--- config.mk ---
export PLATFORM = sky130hd
export DESIGN_NAME = bcd_updown_counter_n
export DESIGN_NICKNAME = d
export VERILOG_FILES = /design/src/rtl/bcd_pkg.sv /design/src/rtl/bcd_digit_cell.sv /design/src/rtl/bcd_updown_counter_n.sv
export SDC_FILE = /design/constraint.sdc
export NUM_CORES = 1
export LEC_CHECK = 0
export BUFFER_PORTS_ARGS = -buffer_cell sky130_fd_sc_hd__buf_4
export CAP_MARGIN = 20
export CORE_MARGIN = 2
export CORE_UTILIZATION = 35
export CTS_CLUSTER_DIAMETER = 150
export DETAILED_ROUTE_END_ITERATION = 7
export REMOVE_ABC_BUFFERS = 1
export SLEW_MARGIN = 5
export SYNTH_ARGS = -nofsm -noshare
export SYNTH_HDL_FRONTEND = slang
export SYNTH_HIERARCHICAL = 1
export SYNTH_SLANG_ARGS = --single-unit
--- constraint.sdc ---
create_clock -name CLK -period 2.1 [get_ports CLK]
set_input_delay 0.42 -clock CLK [delete_from_list [all_inputs] [get_ports CLK]]
set_output_delay 0.42 -clock CLK [all_outputs]
set_load 0.005 [all_outputs]
--- src/rtl/bcd_pkg.sv ---
// bcd_pkg: shared BCD digit type, limits and validity helper
package bcd_pkg;
  typedef logic [3:0] bcd_t;
  localparam bcd_t BCD_MAX = 4'd9;
  localparam bcd_t BCD_MIN = 4'd0;
  function automatic logic is_bcd(input logic [3:0] n);
    return n <= BCD_MAX;
  endfunction
endpackage

--- src/rtl/bcd_digit_cell.sv ---
// bcd_digit_cell: one BCD digit register with load/clear/inc/dec, load > clear > inc > dec
import bcd_pkg::*;
module bcd_digit_cell (
  input  logic clk,
  input  logic rst_n,
  input  logic load,
  input  logic clr,
  input  logic inc,
  input  logic dec,
  input  bcd_t d,
  output bcd_t digit,
  output logic is_max,
  output logic is_min
);
  assign is_max = digit == BCD_MAX;
  assign is_min = digit == BCD_MIN;
  // digit register; inc/dec wrap inside 0..9 so the cell never holds a non-BCD value
  always_ff @(posedge clk or negedge rst_n)
    if (!rst_n) digit <= BCD_MIN;
    else if (load) digit <= d;
    else if (clr) digit <= BCD_MIN;
    else if (inc) digit <= is_max ? BCD_MIN : digit + 4'd1;
    else if (dec) digit <= is_min ? BCD_MAX : digit - 4'd1;
endmodule

--- src/rtl/bcd_updown_counter_n.sv ---
// bcd_updown_counter_n: N-digit BCD up/down counter with load, clear, wrap/saturate and carry pulse
import bcd_pkg::*;
module bcd_updown_counter_n #(
  parameter int DIGITS = 4,
  parameter bit SAT    = 1'b0
) (
  input  logic              CLK,
  input  logic              RST_N,
  input  logic              EN,
  input  logic              UP,
  input  logic              CLR,
  input  logic              LOAD,
  input  logic [4*DIGITS-1:0] D,
  output logic [4*DIGITS-1:0] Q,
  output logic              TC,
  output logic              CO,
  output logic              LD_ERR
);
  bcd_t d_fix [DIGITS];
  logic [DIGITS-1:0] is_max, is_min, inc, dec;
  logic [DIGITS:0] max_run, min_run;
  logic bad, hi_max, hi_min, hold, step, reach, co_next;
  // carry/borrow chain, load sanitising, terminal and saturation detection
  always_comb begin
    max_run[0] = 1'b1;
    min_run[0] = 1'b1;
    bad = 1'b0;
    hi_max = 1'b1;
    hi_min = 1'b1;
    for (int i = 0; i < DIGITS; i++) begin
      max_run[i+1] = max_run[i] & is_max[i];
      min_run[i+1] = min_run[i] & is_min[i];
      bad = bad | !is_bcd(D[4*i+:4]);
      d_fix[i] = is_bcd(D[4*i+:4]) ? D[4*i+:4] : BCD_MIN;
      if (i > 0) begin
        hi_max = hi_max & is_max[i];
        hi_min = hi_min & is_min[i];
      end
    end
    TC = UP ? max_run[DIGITS] : min_run[DIGITS];
    hold = SAT && TC;
    step = EN & ~LOAD & ~CLR & ~hold;
    for (int i = 0; i < DIGITS; i++) begin
      inc[i] = step & UP & max_run[i];
      dec[i] = step & ~UP & min_run[i];
    end
    reach = UP ? hi_max && Q[3:0] == 4'd8 : hi_min && Q[3:0] == 4'd1;
    co_next = step & (SAT ? reach : TC);
  end
  genvar g;
  generate
    for (g = 0; g < DIGITS; g++) begin : g_dig
      bcd_digit_cell u_cell (
        .clk(CLK), .rst_n(RST_N), .load(LOAD), .clr(CLR), .inc(inc[g]), .dec(dec[g]),
        .d(d_fix[g]), .digit(Q[4*g+:4]), .is_max(is_max[g]), .is_min(is_min[g])
      );
    end
  endgenerate
  // one-cycle carry and illegal-load pulses
  always_ff @(posedge CLK or negedge RST_N)
    if (!RST_N) begin
      CO <= 1'b0;
      LD_ERR <= 1'b0;
    end else begin
      CO <= co_next;
      LD_ERR <= LOAD & bad;
    end
endmodule

Word level (Yosys, flattened, before mapping). Index checks and enable logic that the tools add are counted.

Bits in registers: 18. Input port bits: 22. Output and inout bits: 19. Logic and storage cells: 87.

Add/sub/neg operators: 8. Magnitude comparators: 4. Equal/unequal tests: 4. Mux-type cells: 29. Bitwise operators: 24. Reduce and logical (&&, ||, !) cells: 12.

Operators with widths (number): 2-to-1 mux 4 bit (28); AND 1 bit (18); adder 4 x 1 -> 4 bit (second input constant) (4); == test 4 bit (second input constant) (4); <= comparator 4 bit (second input constant) (4); zero test 4 bit (4); nonzero test 4 bit (4); subtractor 4 x 1 -> 4 bit (second input constant) (4); zero test 1 bit (4); inverter 1 bit (3); bitwise OR 1 bit (3); 2-to-1 mux 1 bit (1).

Longest topological paths before layout.
Depth after elaboration: 9. Depth in mapped cells: 11. Gate-level depth less buffers: 10.

Cells and area by module. The synthesis kept the hierarchy.

Modules (own cells, without submodules): bcd_digit_cell (times used 4, cells an instance 53, area each 419.2 µm², sequential area each 100.1 µm²); bcd_updown_counter_n (times used 1, cells an instance 42, area each 301.5 µm², sequential area each 50.0 µm²).

Worst setup path after synthesis. Ideal clock, no wire load.

Path kind: register to register. From: register g_dig[0].u_cell.digit[1]. To: register g_dig[2].u_cell.digit[2]. Setup time: 0.137 ns. Arrival: 1.908 ns. Data required time: 1.963 ns. Slack: 0.054 ns. Stages on the path, launching flop included: 12. Buffers on the path: 1. Period minus slack after synthesis: 2.046 ns. Path through: dfrtp_1 -> inv_1 -> ha_1 -> and3b_1 -> nand2_1 -> nor2_2 -> and2_1 -> clkbuf_1 -> nand2_1 -> and2_1 -> o21ai_0 -> a32oi_1.

Cells in the longest elaborated chain, start to end: 6. Elaborated cells on any way between the ends: 10. Those cells by class: eq/ne: 1; mux: 3; bitwise: 4; reduce/logical: 2.

Ends and longest elaborated chain: from (decl) (line bcd_digit_cell.sv:11) `output bcd_t digit,`; from (signal assigned) (line bcd_digit_cell.sv:22) `else if (inc) digit <= is_max ? BCD_MIN : digit + 4'd1;`; from (signal assigned) (line bcd_digit_cell.sv:23) `else if (dec) digit <= is_min ? BCD_MAX : digit - 4'd1;`; == test 4 bit (*) (line bcd_digit_cell.sv:15) `assign is_max = digit == BCD_MAX;`; named net is_max[0] (line bcd_updown_counter_n.sv:20) `logic [DIGITS-1:0] is_max, is_min, inc, dec;`; AND 1 bit (*) (line bcd_updown_counter_n.sv:31) `max_run[i+1] = max_run[i] & is_max[i];`; AND 1 bit (*) (line bcd_updown_counter_n.sv:44) `inc[i] = step & UP & max_run[i];`; named net inc[2] (line bcd_updown_counter_n.sv:20); 2-to-1 mux 4 bit (line bcd_digit_cell.sv:22); 2-to-1 mux 4 bit (line bcd_digit_cell.sv:21) `else if (clr) digit <= BCD_MIN;`; 2-to-1 mux 4 bit (line bcd_digit_cell.sv:20) `else if (load) digit <= d;`; to (signal assigned) (line bcd_digit_cell.sv:22); to (signal assigned) (line bcd_digit_cell.sv:23); to (decl) (line bcd_digit_cell.sv:11).

The timed path passes the listed nets; every way through them passes the cells marked *. A chain may end at the register's enable or synchronous reset.

Worst setup path after layout.
From: register g_dig[0].u_cell.digit[1]. To: output TC.

Cells in the longest elaborated chain, start to end: 5. Elaborated cells on any way between the ends: 9. Those cells by class: eq/ne: 1; mux: 1; bitwise: 6; reduce/logical: 1.

Ends and longest elaborated chain: zero test 4 bit (line bcd_digit_cell.sv:16) `assign is_min = digit == BCD_MIN;`; named net is_min[0] (line bcd_updown_counter_n.sv:20); AND 1 bit (3 in series) (line bcd_updown_counter_n.sv:32) `min_run[i+1] = min_run[i] & is_min[i];`; 2-to-1 mux 1 bit (line bcd_updown_counter_n.sv:40) `TC = UP ? max_run[DIGITS] : min_run[DIGITS];`; to (decl) (line bcd_updown_counter_n.sv:15) `output logic TC,`.

The timed path passes the listed nets, and every way through them passes these cells.

==> summary.txt <==
Floorplanning
  • Die area: 6270 um2
  • Initial cell density of the core: 36.1%
  • Chip height: 79.2 um
  • Core region area: 5470 um2
  • Die X: 79.2 um
  • IO Pins: 41
  • Row cnt: 27

STA
  • RSZ-0062 raised after global routing: true
  • Measured slew at the worst slew-check pin: 510 ps
  • Fmax: 0.478 GHz
  • Final setup violation count: 0
  • Final Slew Violations: 0
  • Setup_tns: 0 ps
  • Slew HR: 65.9%
  • Fin. Hold Viols: 0
  • Fin crit share: 99.6%
  • Final setup skew: 4.62 ps
  • Final Critical Period: 2090 ps

GRT
  • Initial antenna violation count: 0
  • Global-route usage over all layers: 18.2%
  • Vias in the first global route: 1,930
  • Global-route wire length before repair: 9.20 mm
  • Pin count of the biggest net entering global routing: 22
  • Grt total ovfl: 0

Placement
  • Post-DP HPWL: 4.18 mm
  • Post-DP Area: 2500 um2
  • GP Congestion: 0.843
  • Port Buffers: 40

Logic synthesis
  • Synth Instances: 254
  • Unique masters post-synth: 36
  • Mean post-synth cell area: 7.79 um2
  • Synth warn: 6
  • Yosys top cell by area: dfrtp_1
  • Synth top area cells: dfrtp_1 23%, ha_1 10%, nand2_1 6.5%, nor2_1 5.7%, o21ai_0 4.0%
  • Post-synth top area share: 22.8%
  • Post-synthesis sequential area ratio: 22.8%
  • Synth Register Bits: 18
  • Mapped Area: 1980 um2

Outcome
  • Status: finished clean

Routing
  • Remaining antenna violation count: 0
  • DR WL/cell: 13.9 um
  • DR vias/cell: 5.16
  • DRT iter0 DRCs: 109
  • DRT Pass-1 Iters: 4
  • Routed vias: 2,034
  • Final wirelength: 5.50 mm
  • # DRC: 0

Finish
  • Multi-input gate area: 1500 um2
  • Area grow syn2layout: 37.2%
  • Number of fill cells in the layout: 556
  • Final Cell Area: 2710 um2
  • Layout cells sized above 1: 33.9%
  • Ant. Diodes: 0
  • Nets@finish: 361
  • Total area of sequential cells: 450 um2

Clock network
  • CTS tree: yes
  • Hold_buf cts: 0
  • Worst-case clock buffer depth: 2
  • H-tree depth: 1
  • Clk sinks: 18
  • Clk root buf: clkbuf_8
  • Cts bufs inserted: 3
  • Clk slew on worst S/H paths: 80 ps
  • Clk_lat worst skew: 260 ps

Power
  • VDD IR max: 0.372 mV
  • PD cells: 541 nW/um2
  • P_leak: 1.20 nW

Setup path
  • Critical path class: reg2out
  • Crit path DAT: 1670 ps
  • Setup crit end kind: output pin
  • R2R Path End: g_dig[3].u_cell/digit[0]$_DFFE_PN0P_
  • CP max stage delay: 390 ps
  • Worst setup SP type: register
  • Worst reg2reg path startpoint: g_dig[2].u_cell/digit[1]$_DFFE_PN0P_
  • FF-to-FF path depth: 10
  • CP delay by family, top: simple AND/OR/NAND/NOR gates
  • CP max-delay cell: dfrtp_1
  • Critical Path, Cell by Cell: inv_2 -> ha_4 -> nor3b_4 -> or2b_4 -> o22ai_4 -> buf_6
  • WP data required: 1680 ps
  • R2R Setup Slk: 120 ps
  • Critical path buffers and inverters: 2
  • Crit-path max FO: 3

Hold path
  • Worst min path class: in2async

Job
  • Max-Cap Viols: 0
==> where the power goes <==
part / switching [mW] / leakage [nW] / internal (mW)
combinational: 0.330 / 0.948 / 0.377
clock: 0.133 / 0.0288 / 0.167
sequential: 0.0712 / 0.227 / 0.391
total: 0.534 / 1.20 / 0.934
==> layer usage <==
layer	wire length [um]	part of all wire (%)	track usage [%]
met5	0	0	0
met4	16	0.29	1.55
met3	223	4.1	2.73
met2	2700	49	32.2
met1	2560	47	24.5
==> worst reg2reg max path: stages, from the launching register on <==
cell     delay, ps
dfrtp_1        380
inv_1          100
ha_2           210
and3b_2        230
nand2_2         90
nor3_2         170
buf_4          170
inv_1           40
a21o_1         150
a32oi_1        190
a21oi_1        110
==> registers in the layout (all words and copies together), names as in the netlist <==
register / count
CO: 1
LD_ERR: 1
g_dig.u_cell/digit: 16
==> synth_stat cells, drive strengths merged <==
cell and instances:
a21o 4, nor2 32, o32ai 4, o22ai 1, and3b 4, and2b 4
inv 18, or2b 5, nor2b 9, a32oi 8, and3 1, nand3 2
a21oi 12, a22oi 4, o21ai 20, or4b 4, ha 16, a41oi 1
nor3 1, buf 5, nor3b 8, and2 10, or3b 1, dfrtp 18
nand2 34, o311a 4, clkbuf 4, o221ai 4, nand2b 8, mux2i 4
a31oi 4
==> metrics by stage <==
stage / worst slack, ps / hold WS [ps] / total power, mW / utilization (%) / cells
6_report: 8.25 / 26.3 / 1.47 / 49.6 / 394
3_3_place_gp: 43.8 / 315 / 1.09 / 45.7 / 384
2_1_floorplan: -102 / 124 / 0.802 / - / 245
5_1_grt: -73.7 / 32.4 / 1.58 / 49.6 / 394
3_5_place_dp: 15.7 / 319 / 1.10 / 45.7 / 384
4_1_cts: 0.521 / 30.4 / 1.45 / 48.2 / 391
==> layout by cell type (no fill, tap or decap), types with 2 or more instances in the layout <==
cell      synthesis  final
buf_4             0     72
nand2_1          34     31
nor2_1           30     30
dfrtp_1          18     18
o21ai_0          16     16
inv_1            18     14
a21oi_1          12     12
nor2b_1           9      9
and2_1           10      9
ha_1             16      9
a32oi_1           8      8
nand2b_1          8      8
ha_2              0      5
nor3b_1           4      4
clkbuf_8          0      4
inv_2             0      4
nor3b_4           0      4
a21o_1            4      4
and2b_1           4      4
or4b_1            4      4
o311a_1           4      4
mux2i_1           4      4
or2b_1            4      4
o21ai_1           4      4
o221ai_2          4      4
a31oi_1           4      4
a22oi_1           4      4
nand2_2           0      3
and3b_1           4      3
o32ai_1           4      3
nand3_2           0      2
ha_4              0      2
==> worst max path at each step <==
stage / to / startpoint / depth (start not counted) / slack, ps
floorplan: g_dig[3].u_cell/digit[2]$_DFFE_PN0P_ / g_dig[0].u_cell/digit[1]$_DFFE_PN0P_ / 9 / -100
global placement: g_dig[2].u_cell/digit[0]$_DFFE_PN0P_ / LOAD / 8 / 40
detailed placement: g_dig[2].u_cell/digit[0]$_DFFE_PN0P_ / LOAD / 8 / 20
CTS: TC / g_dig[2].u_cell/digit[0]$_DFFE_PN0P_ / 6 / 0.5
global route: TC / g_dig[0].u_cell/digit[1]$_DFFE_PN0P_ / 6 / -70
finish: TC / g_dig[0].u_cell/digit[1]$_DFFE_PN0P_ / 6 / 8
==> cells by family after synthesis <==
kind of cell,count (synthesis),share of synthesized area [%]
AO/OA/AOI/OAI,66,23.5
multiplexers,4,2.02
adder cells (fa/ha/maj),16,10.1
flip-flops,18,22.8
buffers and inverters,27,7.02
AND/OR/NAND/NOR,123,34.5
==> cell type report <==
type                       instances  share of cell area (%)
sequential                        18                    16.6
timing repair buffer              73                    20.3
multi-input combinational        209                    55.2
tap                               72                    3.32
inverter                          18                    2.49
clock buffer                       4                    2.03
==> timing repair <==
action	4_1_cts	5_1_grt
setup endpoints to repair	1	10
buffers inserted	3	3
gates resized for setup	14	16
pin swaps	1	4
Power figures use the tool's default switching activity.
